`src/rtl/lgn_frame_streamer.sv`:
```
`timescale 1ns/1ps
`default_nettype none
// +--------------------------------------------------------------------------+
// | lgn_frame_streamer                                                       |
// | Streams one binarised image into the LGN MNIST core byte by byte and     |
// | captures the class index/score once the core has settled.                |
// | Rev 1.0                                                                  |
// +--------------------------------------------------------------------------+
module lgn_frame_streamer #(
    parameter int BYTES_PER_FRAME = 98,
    parameter int SETTLE_CYCLES   = 16,
    parameter int INDEX_W         = 4
) (
    input  logic               clk,
    input  logic               rst_n,
    input  logic [7:0]         s_data,
    input  logic               s_valid,
    output logic               s_ready,
    input  logic               abort,
    output logic [7:0]         core_ui,
    output logic               core_load,
    input  logic [INDEX_W-1:0] core_index,
    input  logic [7:0]         core_value,
    output logic [INDEX_W-1:0] res_index,
    output logic [7:0]         res_value,
    output logic               res_valid,
    output logic               busy
);

    localparam int c_BYTE_W   = $clog2(BYTES_PER_FRAME + 1);
    localparam int c_SETTLE_W = $clog2(SETTLE_CYCLES + 1);

    localparam logic [c_BYTE_W-1:0]   c_LAST_BYTE   = c_BYTE_W'(BYTES_PER_FRAME - 1);
    localparam logic [c_SETTLE_W-1:0] c_LAST_SETTLE = c_SETTLE_W'(SETTLE_CYCLES - 1);

    localparam logic [1:0] c_ST_IDLE    = 2'd0;
    localparam logic [1:0] c_ST_STREAM  = 2'd1;
    localparam logic [1:0] c_ST_SETTLE  = 2'd2;
    localparam logic [1:0] c_ST_CAPTURE = 2'd3;

    logic [1:0]            r_state;
    logic [1:0]            w_state_nxt;
    logic [c_BYTE_W-1:0]   r_byte_cnt;
    logic [c_BYTE_W-1:0]   w_byte_cnt_nxt;
    logic [c_SETTLE_W-1:0] r_settle_cnt;
    logic [c_SETTLE_W-1:0] w_settle_cnt_nxt;
    logic                  w_accept;
    logic                  w_capture;

    logic [7:0]            r_core_ui;
    logic                  r_core_load;
    logic [INDEX_W-1:0]    r_res_index;
    logic [7:0]            r_res_value;
    logic                  r_res_valid;

    // abort gates s_ready so a byte presented alongside it is dropped
    assign s_ready  = ((r_state == c_ST_IDLE) || (r_state == c_ST_STREAM)) && !abort;
    assign w_accept = s_valid && s_ready;
    assign busy     = (r_state != c_ST_IDLE);

    always_comb begin
        w_state_nxt      = r_state;
        w_byte_cnt_nxt   = r_byte_cnt;
        w_settle_cnt_nxt = r_settle_cnt;
        w_capture        = 1'b0;
        if (abort) begin
            w_state_nxt      = c_ST_IDLE;
            w_byte_cnt_nxt   = '0;
            w_settle_cnt_nxt = '0;
        end else begin
            case (r_state)
                c_ST_IDLE, c_ST_STREAM: begin
                    if (w_accept) begin
                        if (r_byte_cnt == c_LAST_BYTE) begin
                            w_state_nxt      = c_ST_SETTLE;
                            w_byte_cnt_nxt   = '0;
                            w_settle_cnt_nxt = '0;
                        end else begin
                            w_state_nxt    = c_ST_STREAM;
                            w_byte_cnt_nxt = r_byte_cnt + c_BYTE_W'(1);
                        end
                    end
                end
                c_ST_SETTLE: begin
                    if (r_settle_cnt == c_LAST_SETTLE) begin
                        w_state_nxt      = c_ST_CAPTURE;
                        w_settle_cnt_nxt = '0;
                    end else begin
                        w_settle_cnt_nxt = r_settle_cnt + c_SETTLE_W'(1);
                    end
                end
                c_ST_CAPTURE: begin
                    w_capture   = 1'b1;
                    w_state_nxt = c_ST_IDLE;
                end
                default: begin
                    w_state_nxt      = c_ST_IDLE;
                    w_byte_cnt_nxt   = '0;
                    w_settle_cnt_nxt = '0;
                end
            endcase
        end
    end

    always_ff @(posedge clk or negedge rst_n) begin
        if (!rst_n) begin
            r_state      <= c_ST_IDLE;
            r_byte_cnt   <= '0;
            r_settle_cnt <= '0;
        end else begin
            r_state      <= w_state_nxt;
            r_byte_cnt   <= w_byte_cnt_nxt;
            r_settle_cnt <= w_settle_cnt_nxt;
        end
    end

    // core_ui holds the last byte between strobes; an in-flight strobe survives abort
    always_ff @(posedge clk or negedge rst_n) begin
        if (!rst_n) begin
            r_core_ui   <= '0;
            r_core_load <= 1'b0;
            r_res_index <= '0;
            r_res_value <= '0;
            r_res_valid <= 1'b0;
        end else begin
            r_core_load <= w_accept;
            if (w_accept) begin
                r_core_ui <= s_data;
            end
            r_res_valid <= w_capture;
            if (w_capture) begin
                r_res_index <= core_index;
                r_res_value <= core_value;
            end
        end
    end

    assign core_ui   = r_core_ui;
    assign core_load = r_core_load;
    assign res_index = r_res_index;
    assign res_value = r_res_value;
    assign res_valid = r_res_valid;

endmodule
`default_nettype wire

```
`config.mk`:
```
export PLATFORM = sky130hd
export DESIGN_NAME = lgn_frame_streamer
export DESIGN_NICKNAME = d
export VERILOG_FILES = /design/src/rtl/lgn_frame_streamer.sv
export SDC_FILE = /design/constraint.sdc
export NUM_CORES = 1
export LEC_CHECK = 0
export ABC_AREA = 1
export BUFFER_PORTS_ARGS = -buffer_cell sky130_fd_sc_hd__buf_2
export CAP_MARGIN = 20
export CORE_UTILIZATION = 35
export DETAILED_ROUTE_END_ITERATION = 8
export GPL_TIMING_DRIVEN = 0
export PLACE_DENSITY = 0.63
export SYNTH_ARGS = -nofsm -noshare
export SYNTH_HDL_FRONTEND = slang
export SYNTH_SLANG_ARGS = --single-unit
```
`constraint.sdc`:
```
create_clock -name clk -period 1.1 [get_ports clk]
set_input_delay 0.11 -clock clk [delete_from_list [all_inputs] [get_ports clk]]
set_output_delay 0.11 -clock clk [all_outputs]
set_load 0.1 [all_outputs]
```
==> results.ini, run 1 <==
[status]
status=complete, but fails checks
violations=negative setup slack

[yosys]
syn_inst=203
syn_nets=230
synth.area.top_cells=dfrtp_1, nand2_1, nand2_4, nand2_2, nand3_1
synth_cell_types=24
yosysWarnings=0
synth_top_area_cell=dfrtp_1
avgSynthCellArea_um2=8.728
synth_top_area_share_pct=50.85
seq_area_frac_synth_pct=50.85
syn_area_mm2=0.001772
ys_ff_latch=36

[placement]
port-buffer-count=47
dp_hpwl_um=2333
gp_congestion=0.7813

[route]
first_pass_iters=4
via_count=1502
wl_um=3736
drcViolationCount=0
avgRoutedWirePerCell_um=11.05
detail-route-antenna-nets=0
drt_iter0_drc=46
routed_via_density=4.444

[worst_hold_path]
hold_path_startpoint=core_index[3]
hold_path_end=res_index[3]
hold_depth=3
hold_class=in2reg

[floorplan]
initial_utilization_pct=37.02
dieHeight_um=73.15
num_rows=25
io_pins=48
die_w_um=73.15
core-area_mm2=0.004786
design.die.area_mm2=0.005350

[timing]
rsz0062_at_grt=true
slew_headroom_pct=66.65
setup_slack_ns=-0.1379
tightest_slew_ns=0.5003
drv_slew=0
fmax_mhz=807.8
clock_skew_ns=0.004178
period_needed_ns=1.238
finalSetupViolations=36
tns_ns=-2.725
post-route-period-util_pct=112.5
finalHoldViolations=0

[critical_path]
worst_path_max_delay_cell=dfrtp_1
rrSetupSlack_ns=-0.14
cp_cell_sequence=inv_1, ha_2, inv_2, nor2_4, nand3_4, nand2_4, nand2_4, nand2_1, nand2_1
max_stage_delay_ns=0.38
reg2reg_to=r_settle_cnt[2]
critPathTopFamily=simple AND/OR/NAND/NOR gates
critPathKind=reg2reg
required_ns=1.28
r2r.worst_path.cells=9
critPathLaunchType=register
regToRegStartpoint=r_byte_cnt[1]
worst_setup_path_end_kind=register
critPathBufInv=2
worstPathArrival_ns=1.41
cp_max_fo=5

[clock_network]
h-tree-depth=2
clk-insertion-delay-late_ns=0.28
clk_pin_slew_ns=0.07
ctsLongestPathBuffers=2
cts_root_buf=clkbuf_8
cts_inserted_buffers=5
clock_sinks=36
tritoncts=yes

[final_layout]
n_antenna_cell=0
area_growth_pct=49.22
layout_commonest_cell=nand2_1
nets=297
drive_above_1_share_pct=55.35
layout_common_cells=nand2_1, nand2_2, buf_2, dfrtp_1, buf_4
utilization_pct=55.24

[power]
pwr_density_cell_mw_per_mm2=1361
pwr-share-comb_pct=27.8
power_frac_seq_pct=40.7
p_switching_mw=1.244
netSwitchingFraction_pct=34.57
p_leak_nw=1.394
clockPowerShare_pct=31.5
vdd_drop_max_mv=0.5200
intPower_mw=2.355

[global_route]
grt_usage_pct=15.34
antenna_found_initial=0
grt-ovfl-total=0
grt_start_max_net_pins=37
grt_pass1_wl_um=6306
grt_pass1_vias=1464

[flow_run]
drv_cap=0

metal layers:
layer	vias to the layer above	global-route usage [%]	wire length (µm)
met2	39	25.41	1820
li1	750	-	-
met4	0	3.704	19
met3	2	5.110	206
met5	-	0	0
met1	711	19.25	1690
synthesized netlist by cell type (all sizes together):
| cell type | number |
|---|---|
| dfrtp | 36 |
| xor2 | 3 |
| nor3 | 1 |
| xnor2 | 2 |
| inv | 18 |
| nand4 | 2 |
| nand3 | 10 |
| o21ai | 7 |
| nor2 | 12 |
| or2 | 1 |
| ha | 3 |
| nand2 | 104 |
| buf | 4 |
cell type report:
cell class,count,area (µm²)
Multi-Input combinational cell,145,922.1
Tap cell,67,83.83
Buffer,4,47.55
Clock buffer,6,72.57
Inverter,18,85.08
Fill cell,438,2142
Sequential cell,36,917.1
Clock inverter,2,35.03
Timing Repair Buffer,60,480.5
worst min-delay path, delay by kind of cell:
family | cells | cell delay [ns]
buf+inv | 1 | 0.08
simple gates | 2 | 0.08
worst max-delay path by stage:
stage,from,endpoint,cells past startpoint
after floorplan,r_state[1],core_ui[0],7
after global placement,r_byte_cnt[0],r_byte_cnt[5],8
after detailed placement,r_byte_cnt[0],r_byte_cnt[5],8
after CTS,r_byte_cnt[1],r_settle_cnt[2],9
after global routing,r_byte_cnt[1],r_byte_cnt[5],9
final,r_byte_cnt[1],r_settle_cnt[2],9
cell families (layout without fill, tap and decap cells):
kind of cell	count (synthesis)	in the layout	share of synthesized area, %
simple gates	130	130	35.74
flops	36	36	50.85
fa+ha+maj	3	3	2.119
buf+inv	22	90	6.638
compound gates	7	7	2.189
xor+xnor	5	5	2.472
sequential cells by signal (all words and copies together) (netlist names):
signal	count
r_state	2
r_settle_cnt	5
core_load	1
core_ui	8
res_valid	1
res_value	8
res_index	4
r_byte_cnt	7
power groups by stage:
stage	sequential, mW	combinational [mW]	clock, mW
after detailed placement	1.49	0.824	0
after global routing	1.47	1.05	1.22
final	1.47	0.999	1.13
after global placement	1.49	0.821	0
after floorplan	1.93	0.213	0
after CTS	1.46	0.973	1.15
per-stage QoR:
stage | setup slack [ns] | power (mW) | hold slack (ns) | std cells | area (µm²)
after CTS | -0.1548 | 3.589 | 0.01961 | 339 | 2557
final | -0.1379 | 3.599 | 0.02486 | 338 | 2644
after global placement | -0.2939 | 2.307 | 0.2517 | 317 | 2108
after global routing | -0.2546 | 3.746 | 0.02721 | 338 | 2644
after floorplan | -0.4854 | 2.140 | -0.1856 | 203 | 1789
after detailed placement | -0.2998 | 2.312 | 0.2495 | 317 | 2108
what timing repair did:
action,in CTS,in global routing
setup buffers,10,0
hold endpoints to repair,36,0
setup endpoints to repair,56,78
hold buffers,1,0
resized for setup,64,35
gates cloned,3,0
pin swaps,6,14
Note: power is estimated with default switching activity, not from simulation.
==> inputs of run 2 (changes only) <==
CORE_MARGIN = 2   (was not set)
MAX_ROUTING_LAYER = met4   (was not set)
==> results.ini, run 2 (synthesis results as in run 1) <==
[timing]
slew_headroom_pct=68.10
post-route-period-util_pct=114.6
period_needed_ns=1.261
hold_slack_ns=0.01905
rsz0062_at_grt=true
finalHoldViolations=0
finalSetupViolations=37
setup_slack_ns=-0.1611
drv_slew=0
clock_skew_ns=0.002718
fmax_mhz=793.0
tightest_slew_ns=0.4785

[critical_path]
worstPathArrival_ns=1.15
critPathLaunchType=register
critPathKind=reg2out
cp_max_fo=4
r2r.worst_path.cells=9
worst_setup_path_end_kind=primary output
required_ns=0.99

[placement]
port-buffer-count=47
post-place-ws_ns=-0.3122
gp_congestion=0.7745
dp_hpwl_um=2394

[clock_network]
tritoncts=yes
clock_sinks=36
clk_pin_slew_ns=0.07
clk-insertion-delay-late_ns=0.29
h-tree-depth=2
ctsLongestPathBuffers=2
cts_inserted_buffers=5
cts_root_buf=clkbuf_8

[final_layout]
area_growth_pct=48.59
drive_above_1_share_pct=53.48
n_antenna_cell=0
multi_input_comb_area_um2=897.1
seq_area_um2=917.1
fillCellCount=443
layout_commonest_cell=nand2_1
nets=299
layout_common_cells=nand2_1, nand2_2, buf_4, buf_2, dfrtp_1

[global_route]
grt_pass1_vias=1332
grt_start_max_net_pins=37
grt-ovfl-total=0
grt_pass1_wl_um=5658
grt_usage_pct=13.71
antenna_found_initial=0

[status]
violations=negative setup slack
status=complete, but fails checks

[worst_hold_path]
hold_class=in2reg
hold_depth=3

[power]
p_leak_nw=1.386
pwr_density_cell_mw_per_mm2=1323
vdd_drop_max_mv=0.4679
p_total_mw=3.482

[floorplan]
core-area_mm2=0.004817
dieHeight_um=75.15
num_rows=25
initial_utilization_pct=36.78
design.die.area_mm2=0.005647
io_pins=48
die_w_um=75.15

[flow_run]
drv_cap=0

[route]
routed_via_density=4.394
wl_um=3776
avgRoutedWirePerCell_um=11.11
first_pass_iters=4
drcViolationCount=0
drt_iter0_drc=64
via_count=1494
detail-route-antenna-nets=0

-- run 2: cell type report --
class / instances / area share, %
multi-input combinational: 145 / 34.08
buffer: 4 / 1.949
tap: 67 / 3.184
clock buffer: 8 / 3.802
sequential: 36 / 34.84
timing repair buffer: 62 / 18.82
inverter: 18 / 3.327
-- run 2: report_power, final --
part / total [mW] / internal, mW / switching (mW)
Combinational: 0.992 / 0.282 / 0.710
Clock: 1.02 / 0.571 / 0.454
Sequential: 1.47 / 1.40 / 0.0664
-- run 2: worst max-delay path, stage by stage, from the launching register on --
cell	delay (ns)
dfrtp_1	0.42
inv_2	0.11
buf_4	0.13
nand2_4	0.05
buf_12	0.16
-- run 2: path summary, 6_finish.rpt --
kind | startpoint | endpoint | slack (ns)
max | r_state[1] | busy | -0.16
min | core_value[3] | res_value[3] | 0.02
max reg2reg | r_state[1] | r_settle_cnt[4] | -0.16
min reg2reg | res_index[2] | res_index[2] | 0.48
max in group asynchronous | rst_n | res_value[0] | 0.39
min in group asynchronous | rst_n | core_ui[7] | 0.35
-- run 2: metal layers --
metal | part of all wire [%] | up-vias | global-route usage (%) | wire length [µm]
met1 | 47 | 694 | 17.03 | 1785
met2 | 46 | 36 | 20.96 | 1736
met3 | 5.0 | 7 | 3.481 | 187
met4 | 1.7 | 0 | 6.433 | 66
li1 | - | 757 | - | -
met5 | 0 | - | - | 0
-- run 2: repair_timing --
item                                    4_1_cts  5_1_grt
resized for setup                            54       37
hold buffers                                  1        0
endpoints found under the hold margin        36        0
endpoints found under the setup margin       56       73
cloned                                        0        2
pin swaps                                     2       18
buffers inserted                              7        5
-- run 2: stage by stage --
step,std cells,TNS [ns],utilization (%),instance area [µm²]
CTS,333,-2.725,51.01,2457
global placement,317,-4.150,43.77,2108
floorplan,203,-9.582,-,1789
finish,340,-4.642,54.65,2633
detailed placement,317,-4.570,43.77,2108
global route,340,-7.217,54.65,2633
==> inputs of run 3 (changes only) <==
ABC_AREA = 0   (was 1)
PLACE_DENSITY = 0.64   (was 0.63)
==> results.ini, run 3 <==
[final_layout]
drive_above_1_share_pct=59.73
area_growth_pct=54.86
layout_commonest_cell=buf_4
final_area_mm2=0.002490
layout_common_cells=buf_4, nand2_1, buf_2, dfrtp_1, buf_6
n_antenna_cell=0
nets=252

[power]
p_leak_nw=1.240
intPower_mw=2.327
pwr_density_cell_mw_per_mm2=1368
clockPowerShare_pct=33.9
power_frac_seq_pct=42.3
p_switching_mw=1.080
vdd_drop_max_mv=1.006
p_total_mw=3.407
netSwitchingFraction_pct=31.69
pwr-share-comb_pct=23.8

[critical_path]
reg2reg_to=r_byte_cnt[4]
cp_max_fo=6
critPathLaunchType=register
rrSetupSlack_ns=-0.32
critPathKind=reg2reg
endpoint=r_byte_cnt[4]
required_ns=1.31
worst_setup_path_end_kind=register
worstPathArrival_ns=1.63
regToRegStartpoint=r_state[1]
startpoint=r_state[1]
r2r.worst_path.cells=6

[global_route]
grt-ovfl-total=0
antenna_found_initial=0
grt_usage_pct=15.57
grt_start_max_net_pins=37
grt_pass1_wl_um=5927
grt_pass1_vias=1298

[floorplan]
design.die.area_mm2=0.005152
io_pins=48
die_w_um=71.78
initial_utilization_pct=36.67
dieHeight_um=71.78
core-area_mm2=0.004384
num_rows=24

[timing]
finalSetupViolations=37
setup_slack_ns=-0.3200
fmax_mhz=704.2
drv_slew=0
slew_headroom_pct=67.99
tightest_slew_ns=0.4801
finalHoldViolations=0
clock_skew_ns=0.006250
period_needed_ns=1.420
post-route-period-util_pct=129.1
rsz0062_at_grt=true

[placement]
gp_congestion=0.7486
dp_hpwl_um=2197
port-buffer-count=46
dpl_cell_area_mm2=0.001951
post-place-ws_ns=-0.3880

[flow_run]
drv_cap=0

[clock_network]
cts_root_buf=clkbuf_8
ctsLongestPathBuffers=2
h-tree-depth=2
clock_sinks=36
clk_pin_slew_ns=0.08
cts_inserted_buffers=5
tritoncts=yes
clk-insertion-delay-late_ns=0.29

[route]
detail-route-antenna-nets=0
routed_via_density=4.741
drcViolationCount=0
drt_iter0_drc=60
wl_um=3586
via_count=1318
avgRoutedWirePerCell_um=12.90
first_pass_iters=4

[yosys]
synth_top_area_cell=dfrtp_1
syn_area_mm2=0.001608
ys_ff_latch=36
synth-edff-count=0
synth_cell_types=31
ys_async_sr_fraction_pct=100.0
yosys-top-cells-count=nand2_1, dfrtp_1, mux2_2
syn_inst=149
synth.most_common_cell=nand2_1
yosysWarnings=0
avgSynthCellArea_um2=10.79
synthFlopType=dfrtp_1
synth.area.top_cells=dfrtp_1, nand2_1, mux2_2, ha_1, nor3b_4
syn_nets=176
synth_top_area_share_pct=56.03
seq_area_frac_synth_pct=56.03

[status]
status=complete, but fails checks
violations=negative setup slack

[worst_hold_path]
hold_class=in2reg

run 3: worst min path at each step:
stage,startpoint,end,slack (ns),depth (start not counted)
final,core_index[3],res_index[3],0.01,3
after global routing,core_index[1],res_index[1],0.02,3
after CTS,core_index[3],res_index[3],0.004,3
after detailed placement,rst_n,core_ui[5],0.24,1
after global placement,rst_n,core_ui[5],0.25,1
after floorplan,rst_n,core_load,-0.19,0
run 3: final cells by class:
cell class                      count  area (µm²)
Multi-Input combinational cell    105       782.0
Tap cell                           52       65.06
Buffer                              6       67.56
Clock inverter                      3       42.54
Sequential cell                    36       918.4
Inverter                            2       7.507
Clock buffer                        5       68.82
Fill cell                         371        1894
Timing Repair Buffer               69       538.0
run 3: logic make-up after synthesis:
group                    Yosys count  synth area share (%)
multiplexers                       9                 6.226
flip-flops                        36                 56.03
AND/OR/NAND/NOR                   70                 21.25
adder cells (fa/ha/maj)            3                 2.335
AO/OA/AOI/OAI                     21                 9.884
buffers and inverters              8                 3.191
XOR/XNOR                           2                 1.090
run 3: worst max-delay path, stage by stage, from the launching register on:
cell and delay (ns):
dfrtp_1 0.38, buf_6 0.14, nor3b_4 0.17, buf_6 0.16, a21boi_4 0.25, nand2b_1 0.09, a31oi_1 0.16
run 3: power groups by stage:
stage | combinational [mW] | sequential [mW] | clock [mW]
3_3_place_gp | 0.669 | 1.45 | 0
2_1_floorplan | 0.192 | 1.79 | 0
5_1_grt | 0.852 | 1.45 | 1.24
4_1_cts | 0.783 | 1.44 | 1.19
3_5_place_dp | 0.673 | 1.46 | 0
6_report | 0.812 | 1.44 | 1.15
run 3: stage by stage:
step | std cells | setup TNS [ns] | util [%] | hold WS, ns
floorplan | 149 | -4.026 | - | -0.1856
global placement | 247 | -7.189 | 44.49 | 0.2452
detailed placement | 247 | -7.771 | 44.49 | 0.2378
CTS | 277 | -9.494 | 54.88 | 0.003690
global route | 278 | -12.05 | 56.79 | 0.01967
finish | 278 | -9.206 | 56.79 | 0.009939
run 3: what timing repair did:
action / 4_1_cts / 5_1_grt
gates cloned: 2 / 0
pin swaps: 17 / 18
hold buffers: 1 / 0
gates resized for setup: 60 / 25
endpoints found under the hold margin: 36 / 0
setup buffers: 19 / 5
endpoints found under the setup margin: 58 / 74
run 3: layer usage:
| metal | vias up | global-route usage (%) | share of wire [%] |
|---|---|---|---|
| li1 | 652 | - | - |
| met1 | 626 | 18.15 | 42 |
| met2 | 35 | 25.10 | 51 |
| met3 | 5 | 4.219 | 5.2 |
| met4 | 0 | 7.128 | 1.5 |
| met5 | - | - | 0 |
